$ cat src/rtl/dsm_noise_shaper_if.sv
// Sample bus for the ternary delta-sigma noise shaper.
// The master side presents samples and control; the slave side (the shaper)
// returns the quantised symbols, the output strobe and the overflow flags.
interface dsm_noise_shaper_if #(
  parameter int IN_WIDTH = 13,
  parameter int NUM_CH   = 4
);
  logic                         clear;
  logic                         order_sel;
  logic                         in_valid;
  logic [NUM_CH*IN_WIDTH-1:0]   in_data;
  logic                         out_valid;
  logic [2*NUM_CH-1:0]          sign_out;
  logic [NUM_CH-1:0]            ovf;

  modport master (
    output clear, order_sel, in_valid, in_data,
    input  out_valid, sign_out, ovf
  );

  modport slave (
    input  clear, order_sel, in_valid, in_data,
    output out_valid, sign_out, ovf
  );
endinterface

$ cat src/rtl/dsm_noise_shaper.sv
// Multi-channel ternary delta-sigma noise shaper.
// Each channel quantises its sample to {-1, 0, +1} and feeds the quantisation
// error back through a first-order (1-z^-1) or second-order (1-z^-1)^2 loop.
// Error state saturates symmetrically; any clamp sets a sticky ovf bit.
module dsm_noise_shaper #(
  parameter int IN_WIDTH  = 13,
  parameter int FRAC_BITS = 9,
  parameter int NUM_CH    = 4,
  parameter int ACC_WIDTH = IN_WIDTH + 3,
  parameter int THRESH    = 0
) (
  input  logic               clk,
  input  logic               rst,
  dsm_noise_shaper_if.slave  bus
);

  // v carries two guard bits so x + 2*e1 - e2 can never wrap; the error path
  // needs one more bit because the quantiser step is subtracted from v.
  localparam int VW = ACC_WIDTH + 2;
  localparam int EW = ACC_WIDTH + 3;

  localparam logic signed [VW-1:0] TH_P  = VW'(THRESH);
  localparam logic signed [VW-1:0] TH_N  = -TH_P;
  localparam logic signed [EW-1:0] Q_LSB = EW'(2 ** FRAC_BITS);
  localparam logic signed [EW-1:0] E_MAX = EW'((2 ** (ACC_WIDTH - 1)) - 1);
  localparam logic signed [EW-1:0] E_MIN = -E_MAX;

  localparam logic [1:0] Y_POS  = 2'b01;
  localparam logic [1:0] Y_ZERO = 2'b00;
  localparam logic [1:0] Y_NEG  = 2'b11;

  logic out_valid_q, out_valid_d;

  // Output strobe is a registered copy of an accepted in_valid.
  always_comb begin
    out_valid_d = bus.in_valid & ~bus.clear;
  end

  // Output strobe register.
  always_ff @(posedge clk or negedge rst) begin
    if (!rst) out_valid_q <= 1'b0;
    else      out_valid_q <= out_valid_d;
  end

  assign bus.out_valid = out_valid_q;

  for (genvar k = 0; k < NUM_CH; k++) begin : g_ch
    logic signed [ACC_WIDTH-1:0] e1_q, e1_d;
    logic signed [ACC_WIDTH-1:0] e2_q, e2_d;
    logic [1:0]                  sign_q, sign_d;
    logic                        ovf_q, ovf_d;

    logic signed [IN_WIDTH-1:0]  x_raw;
    logic signed [VW-1:0]        x_ext, e1_ext, e2_ext, v;
    logic signed [EW-1:0]        v_ext, q_step, e_full;
    logic [1:0]                  y;
    logic                        sat_hi, sat_lo;
    logic signed [ACC_WIDTH-1:0] e_sat;

    assign x_raw  = bus.in_data[k*IN_WIDTH +: IN_WIDTH];
    assign x_ext  = {{(VW-IN_WIDTH){x_raw[IN_WIDTH-1]}}, x_raw};
    assign e1_ext = {{2{e1_q[ACC_WIDTH-1]}}, e1_q};
    assign e2_ext = {{2{e2_q[ACC_WIDTH-1]}}, e2_q};

    // Loop filter sum; second order adds 2*e1 - e2.
    always_comb begin
      if (bus.order_sel) v = x_ext + (e1_ext <<< 1) - e2_ext;
      else               v = x_ext + e1_ext;
    end

    // Ternary quantiser with symmetric dead zone; v inside [-THRESH, THRESH] gives 0.
    always_comb begin
      if (v > TH_P)      y = Y_POS;
      else if (v < TH_N) y = Y_NEG;
      else               y = Y_ZERO;
    end

    // Quantisation error at full width, then symmetric clamp to the state width.
    always_comb begin
      v_ext = {v[VW-1], v};
      case (y)
        Y_POS:   q_step = Q_LSB;
        Y_NEG:   q_step = -Q_LSB;
        default: q_step = '0;
      endcase
      e_full = v_ext - q_step;
      sat_hi = e_full > E_MAX;
      sat_lo = e_full < E_MIN;
      if (sat_hi)      e_sat = E_MAX[ACC_WIDTH-1:0];
      else if (sat_lo) e_sat = E_MIN[ACC_WIDTH-1:0];
      else             e_sat = e_full[ACC_WIDTH-1:0];
    end

    // Next state: clear beats an accepted sample; otherwise hold.
    // e2 shifts in both modes so order_sel may change between samples.
    always_comb begin
      e1_d   = e1_q;
      e2_d   = e2_q;
      sign_d = sign_q;
      ovf_d  = ovf_q;
      if (bus.clear) begin
        e1_d   = '0;
        e2_d   = '0;
        sign_d = Y_ZERO;
        ovf_d  = 1'b0;
      end else if (bus.in_valid) begin
        e2_d   = e1_q;
        e1_d   = e_sat;
        sign_d = y;
        ovf_d  = ovf_q | sat_hi | sat_lo;
      end
    end

    // Per-channel state registers.
    always_ff @(posedge clk or negedge rst) begin
      if (!rst) begin
        e1_q   <= '0;
        e2_q   <= '0;
        sign_q <= Y_ZERO;
        ovf_q  <= 1'b0;
      end else begin
        e1_q   <= e1_d;
        e2_q   <= e2_d;
        sign_q <= sign_d;
        ovf_q  <= ovf_d;
      end
    end

    assign bus.sign_out[2*k +: 2] = sign_q;
    assign bus.ovf[k]             = ovf_q;
  end

endmodule

$ cat src/flat_wrapper.sv
// flat-port wrapper written by rule: the top's interface ports become plain ports
module dsm_noise_shaper_flat 
#(
  parameter int IN_WIDTH  = 13,
  parameter int FRAC_BITS = 9,
  parameter int NUM_CH    = 4,
  parameter int ACC_WIDTH = IN_WIDTH + 3,
  parameter int THRESH    = 0
)
  (clk, rst, bus_clear, bus_order_sel, bus_in_valid, bus_in_data, bus_out_valid, bus_sign_out, bus_ovf);
  dsm_noise_shaper_if #(.IN_WIDTH(IN_WIDTH), .NUM_CH(NUM_CH)) bus_i ();
  input  logic clk;
  input  logic rst;
  input wire logic [$bits(bus_i.clear)-1:0] bus_clear;
  input wire logic [$bits(bus_i.order_sel)-1:0] bus_order_sel;
  input wire logic [$bits(bus_i.in_valid)-1:0] bus_in_valid;
  input wire logic [$bits(bus_i.in_data)-1:0] bus_in_data;
  output wire logic [$bits(bus_i.out_valid)-1:0] bus_out_valid;
  output wire logic [$bits(bus_i.sign_out)-1:0] bus_sign_out;
  output wire logic [$bits(bus_i.ovf)-1:0] bus_ovf;
  assign bus_i.clear = bus_clear;
  assign bus_i.order_sel = bus_order_sel;
  assign bus_i.in_valid = bus_in_valid;
  assign bus_i.in_data = bus_in_data;
  assign bus_out_valid = bus_i.out_valid;
  assign bus_sign_out = bus_i.sign_out;
  assign bus_ovf = bus_i.ovf;
  dsm_noise_shaper #(.IN_WIDTH(IN_WIDTH), .FRAC_BITS(FRAC_BITS), .NUM_CH(NUM_CH), .ACC_WIDTH(ACC_WIDTH), .THRESH(THRESH)) u_core (.clk(clk), .rst(rst), .bus(bus_i));
endmodule
$ cat config.mk
export PLATFORM = sky130hd
export DESIGN_NAME = dsm_noise_shaper_flat
export DESIGN_NICKNAME = d
export VERILOG_FILES = /design/src/rtl/dsm_noise_shaper_if.sv /design/src/rtl/dsm_noise_shaper.sv /design/src/flat_wrapper.sv
export SDC_FILE = /design/constraint.sdc
export NUM_CORES = 1
export LEC_CHECK = 0
export CAP_MARGIN = 15
export CORE_MARGIN = 8
export CORE_UTILIZATION = 45
export CTS_CLUSTER_DIAMETER = 200
export DETAILED_ROUTE_END_ITERATION = 6
export PLACE_DENSITY_LB_ADDON = 0.2
export SLEW_MARGIN = 15
export SYNTH_ARGS = -nofsm -noshare
export SYNTH_HDL_FRONTEND = slang
export SYNTH_SLANG_ARGS = --single-unit
$ cat constraint.sdc
create_clock -name clk -period 7.8 [get_ports clk]
set_clock_uncertainty 0.05 [all_clocks]
set_input_delay 0.78 -clock clk [delete_from_list [all_inputs] [get_ports clk]]
set_output_delay 0.78 -clock clk [all_outputs]
set_load 0.01 [all_outputs]
==> impl_metrics.toml <==
[setup_path]
crit_path_max_fanout = 9
max_stage_delay_ps = 600
worstPathCellList = "clkdlybuf4s50_1 > inv_1 > fa_1 > inv_1 > ha_1 > a21oi_1 > o21ai_0 > a221o_1 > a21oi_1 > o211ai_1 > inv_1 > nand2_1 > or2_2 > nor4_1 > inv_1 > ha_1 > inv_1 > ha_1 > mux2i_1 > xor2_1 > or4b_1 > nor4b_1 > nor2_2 > o41ai_1"
cp-start-kind = "input port"
worstPathArrival_ps = 7500
cp_data_required_time_ps = 8090
critPathMostFrequentCell = "inv_1"
worst-setup-path-type = "in2reg"
worst_path_max_delay_cell = "clkdlybuf4s50_1"
worst_setup_path_end_kind = "flop"

[timing]
setup_viol = 0
slew_headroom_pct = 39.6
timing.final.crit_share_pct = 92.5
timing_limited_maximum_frequency_ghz = 0.139
hold_violations = 0
timing.setup.tns_ps = 0
timing_worst_slew_pin_value_ps = 905
grt_setup_unrepaired = "no"
finalWorstPathRequiredPeriod_ps = 7220
final_count_of_pins_violating_max_slew = 0

[clock_tree]
worst_skew_pair.late_latency_ps = 460
tritoncts_num_sinks = 141
cts_root_buf = "clkbuf_16"
tritoncts = "built"
h-tree-depth = 4
clk_path_buf_depth = 2
clkTransAtPathRegs_ps = 60
cts_bufs_inserted = 17

[floorplanning]
die_h_um = 211
core_area_sq_mm = 0.0376
die_area_sq_mm = 0.0445
initial_utilization_pct = 45.6
top_level_ports = 70
chip_width_um = 211
rows = 71

[synth]
synth-main-ff-cell = "dfrtp_1"
avgSynthCellArea_sq_um = 8.09
sequential_element_share_of_the_synthesized_area_pct = 20.6
synth-async-reset-ratio_pct = 100
synth.cell_area_sq_mm = 0.0171
syn_inst = 2116
yosys_warnings = 0
post_synth_num_cell_types = 95
synth_enable_flop_cells = 0
synth_nets = 2389
synth.ff_latch_count = 141

[route]
post_drt_via_cell_ratio = 5.81
met3_wirelength_um = 2030
final_antenna_net_count = 0
vias = 15600
detail_route.iter0.violations = 1015
highest-signal-layer = "met4"
route.detailed.drc = 0
drt-total-wl_um = 48900
wl_per_cell_um = 18.2
drtPass1Iterations = 5
m1WireLength_um = 23100
met2RoutedLength_um = 23000

[global_route]
grt_pass1_wl_um = 81000
first_global_vias = 15700
antenna_found_initial = 0
globalRouteOverflowTotal = 0
grtUsageTotal_pct = 22.2
grt_start_max_net_pins = 85

[placed_design]
post-dp-hpwl_um = 36900
globalplace.congestion = 0.940
io_buffers = 69
place_inst = 2656

[run]
max-cap-violations = 0

[min_path]
min_delay_worst_type = "in2async"

[power_and_ir_drop]
power.density_cell_area_mw_per_mm2 = 403
worst_ir_drop_vdd_mv = 0.188
p_leak_nw = 9.04

[layout]
area_delta_synth_final_pct = 11.1
layout-drive-gt1-share_pct = 5.56
final_nets = 2437
insertedDiodeCount = 0
fin_cells = 2688
fin_util_pct = 50.6

[status]
run_status = "complete, no violations"
synth_stat cells (36+ instances only):
cell | instances | area [sq um]
o211ai_1 | 36 | 270
mux2i_1 | 98 | 981
nand2_1 | 143 | 537
dfrtp_1 | 141 | 3530
a21oi_1 | 134 | 671
inv_1 | 286 | 1070
xnor2_1 | 59 | 517
a21o_1 | 47 | 353
xor2_1 | 39 | 342
ha_1 | 144 | 1800
o21ai_0 | 99 | 495
nor2_1 | 199 | 747
nor3_1 | 40 | 200
fa_1 | 72 | 1440
flip-flops by register name (all words and copies together) (netlist names):
| signal | cells |
|---|---|
| u_core.g_ch.e1_q | 64 |
| u_core.g_ch.e2_q | 64 |
| u_core.g_ch.sign_q | 8 |
| u_core.g_ch.ovf_q | 4 |
| u_core.bus.out_valid | 1 |
path summary, 6_finish.rpt:
kind | from | endpoint | slack [ps] | cells after the start
worst max-delay path | bus_in_data[12] | u_core.g_ch[0].e1_q[0] | 580 | 24
worst min-delay path | rst | u_core.g_ch[2].e2_q[6] | 360 | 1
worst max register to register | u_core.g_ch[0].e1_q[9] | u_core.g_ch[0].e1_q[0] | 1170 | 23
worst min register to register | u_core.g_ch[1].e2_q[1] | u_core.g_ch[1].e2_q[1] | 480 | 2
max in group asynchronous | rst | u_core.g_ch[1].e1_q[12] | 5980 | 2
min in group clk | u_core.g_ch[1].e2_q[1] | u_core.g_ch[1].e2_q[1] | 480 | 2
worst max-delay path: cells and delay by family:
family	cells	cell delay, ps
AOI/OAI and AO/OA	6	1670
xor gates and xnor gates	1	100
adders and majority gates	4	1410
buffers and inverters	6	1330
muxes	1	230
and+or+nand+nor	6	1970
cells in the final DEF (no fill, tap or decap), types with 65 or more instances in the layout:
cell type	count
inv_1	285
nor2_1	196
ha_1	144
nand2_1	143
dfrtp_1	141
a21oi_1	134
o21ai_0	99
mux2i_1	98
fa_1	72
clkdlybuf4s50_1	65
stage by stage:
stage | power, mW | hold WS, ps | setup WS, ps | cell area [sq um]
finish | 7.66 | 362 | 584 | 19000
global route | 8.33 | 433 | 10.2 | 19000
CTS | 7.61 | 394 | 560 | 19000
detailed placement | 6.61 | 460 | 77.1 | 18400
global placement | 6.55 | 457 | 419 | 18400
floorplan | 5.16 | 434 | 1370 | 17100
what timing repair did:
item / in CTS / in global routing
hold buffers: 0 / 0
resized for setup: 0 / 3
setup buffers: 0 / 0
endpoints found under the setup margin: 0 / 11
power by group:
group	internal, mW	switching (mW)
Combinational	2.31	3.37
Clock	0.567	0.367
Sequential	0.881	0.171
Total	3.76	3.90
routing by layer:
metal | vias to the layer above | track usage (%)
li1 | 7617 | -
met2 | 335 | 37.2
met1 | 7615 | 29.7
met3 | 51 | 3.28
met5 | - | 0
met4 | 0 | 5.55
area by class of cell:
| cell class | instances | area (sq um) |
|---|---|---|
| Sequential cell | 141 | 3530 |
| Multi-Input combinational cell | 1615 | 12200 |
| Timing Repair Buffer | 100 | 921 |
| Clock inverter | 11 | 163 |
| Fill cell | 3686 | 18600 |
| Inverter | 289 | 1080 |
| Tap cell | 511 | 639 |
| Clock buffer | 21 | 480 |
kinds of logic after synthesis:
kind of cell    synth area share, %
mux                            6.26
flops                          20.6
fa+ha+maj                      18.9
buf+inv                        8.14
xor+xnor                       5.01
compound gates                 24.0
simple gates                   17.0
No activity file was read; power rests on OpenSTA's default activity.
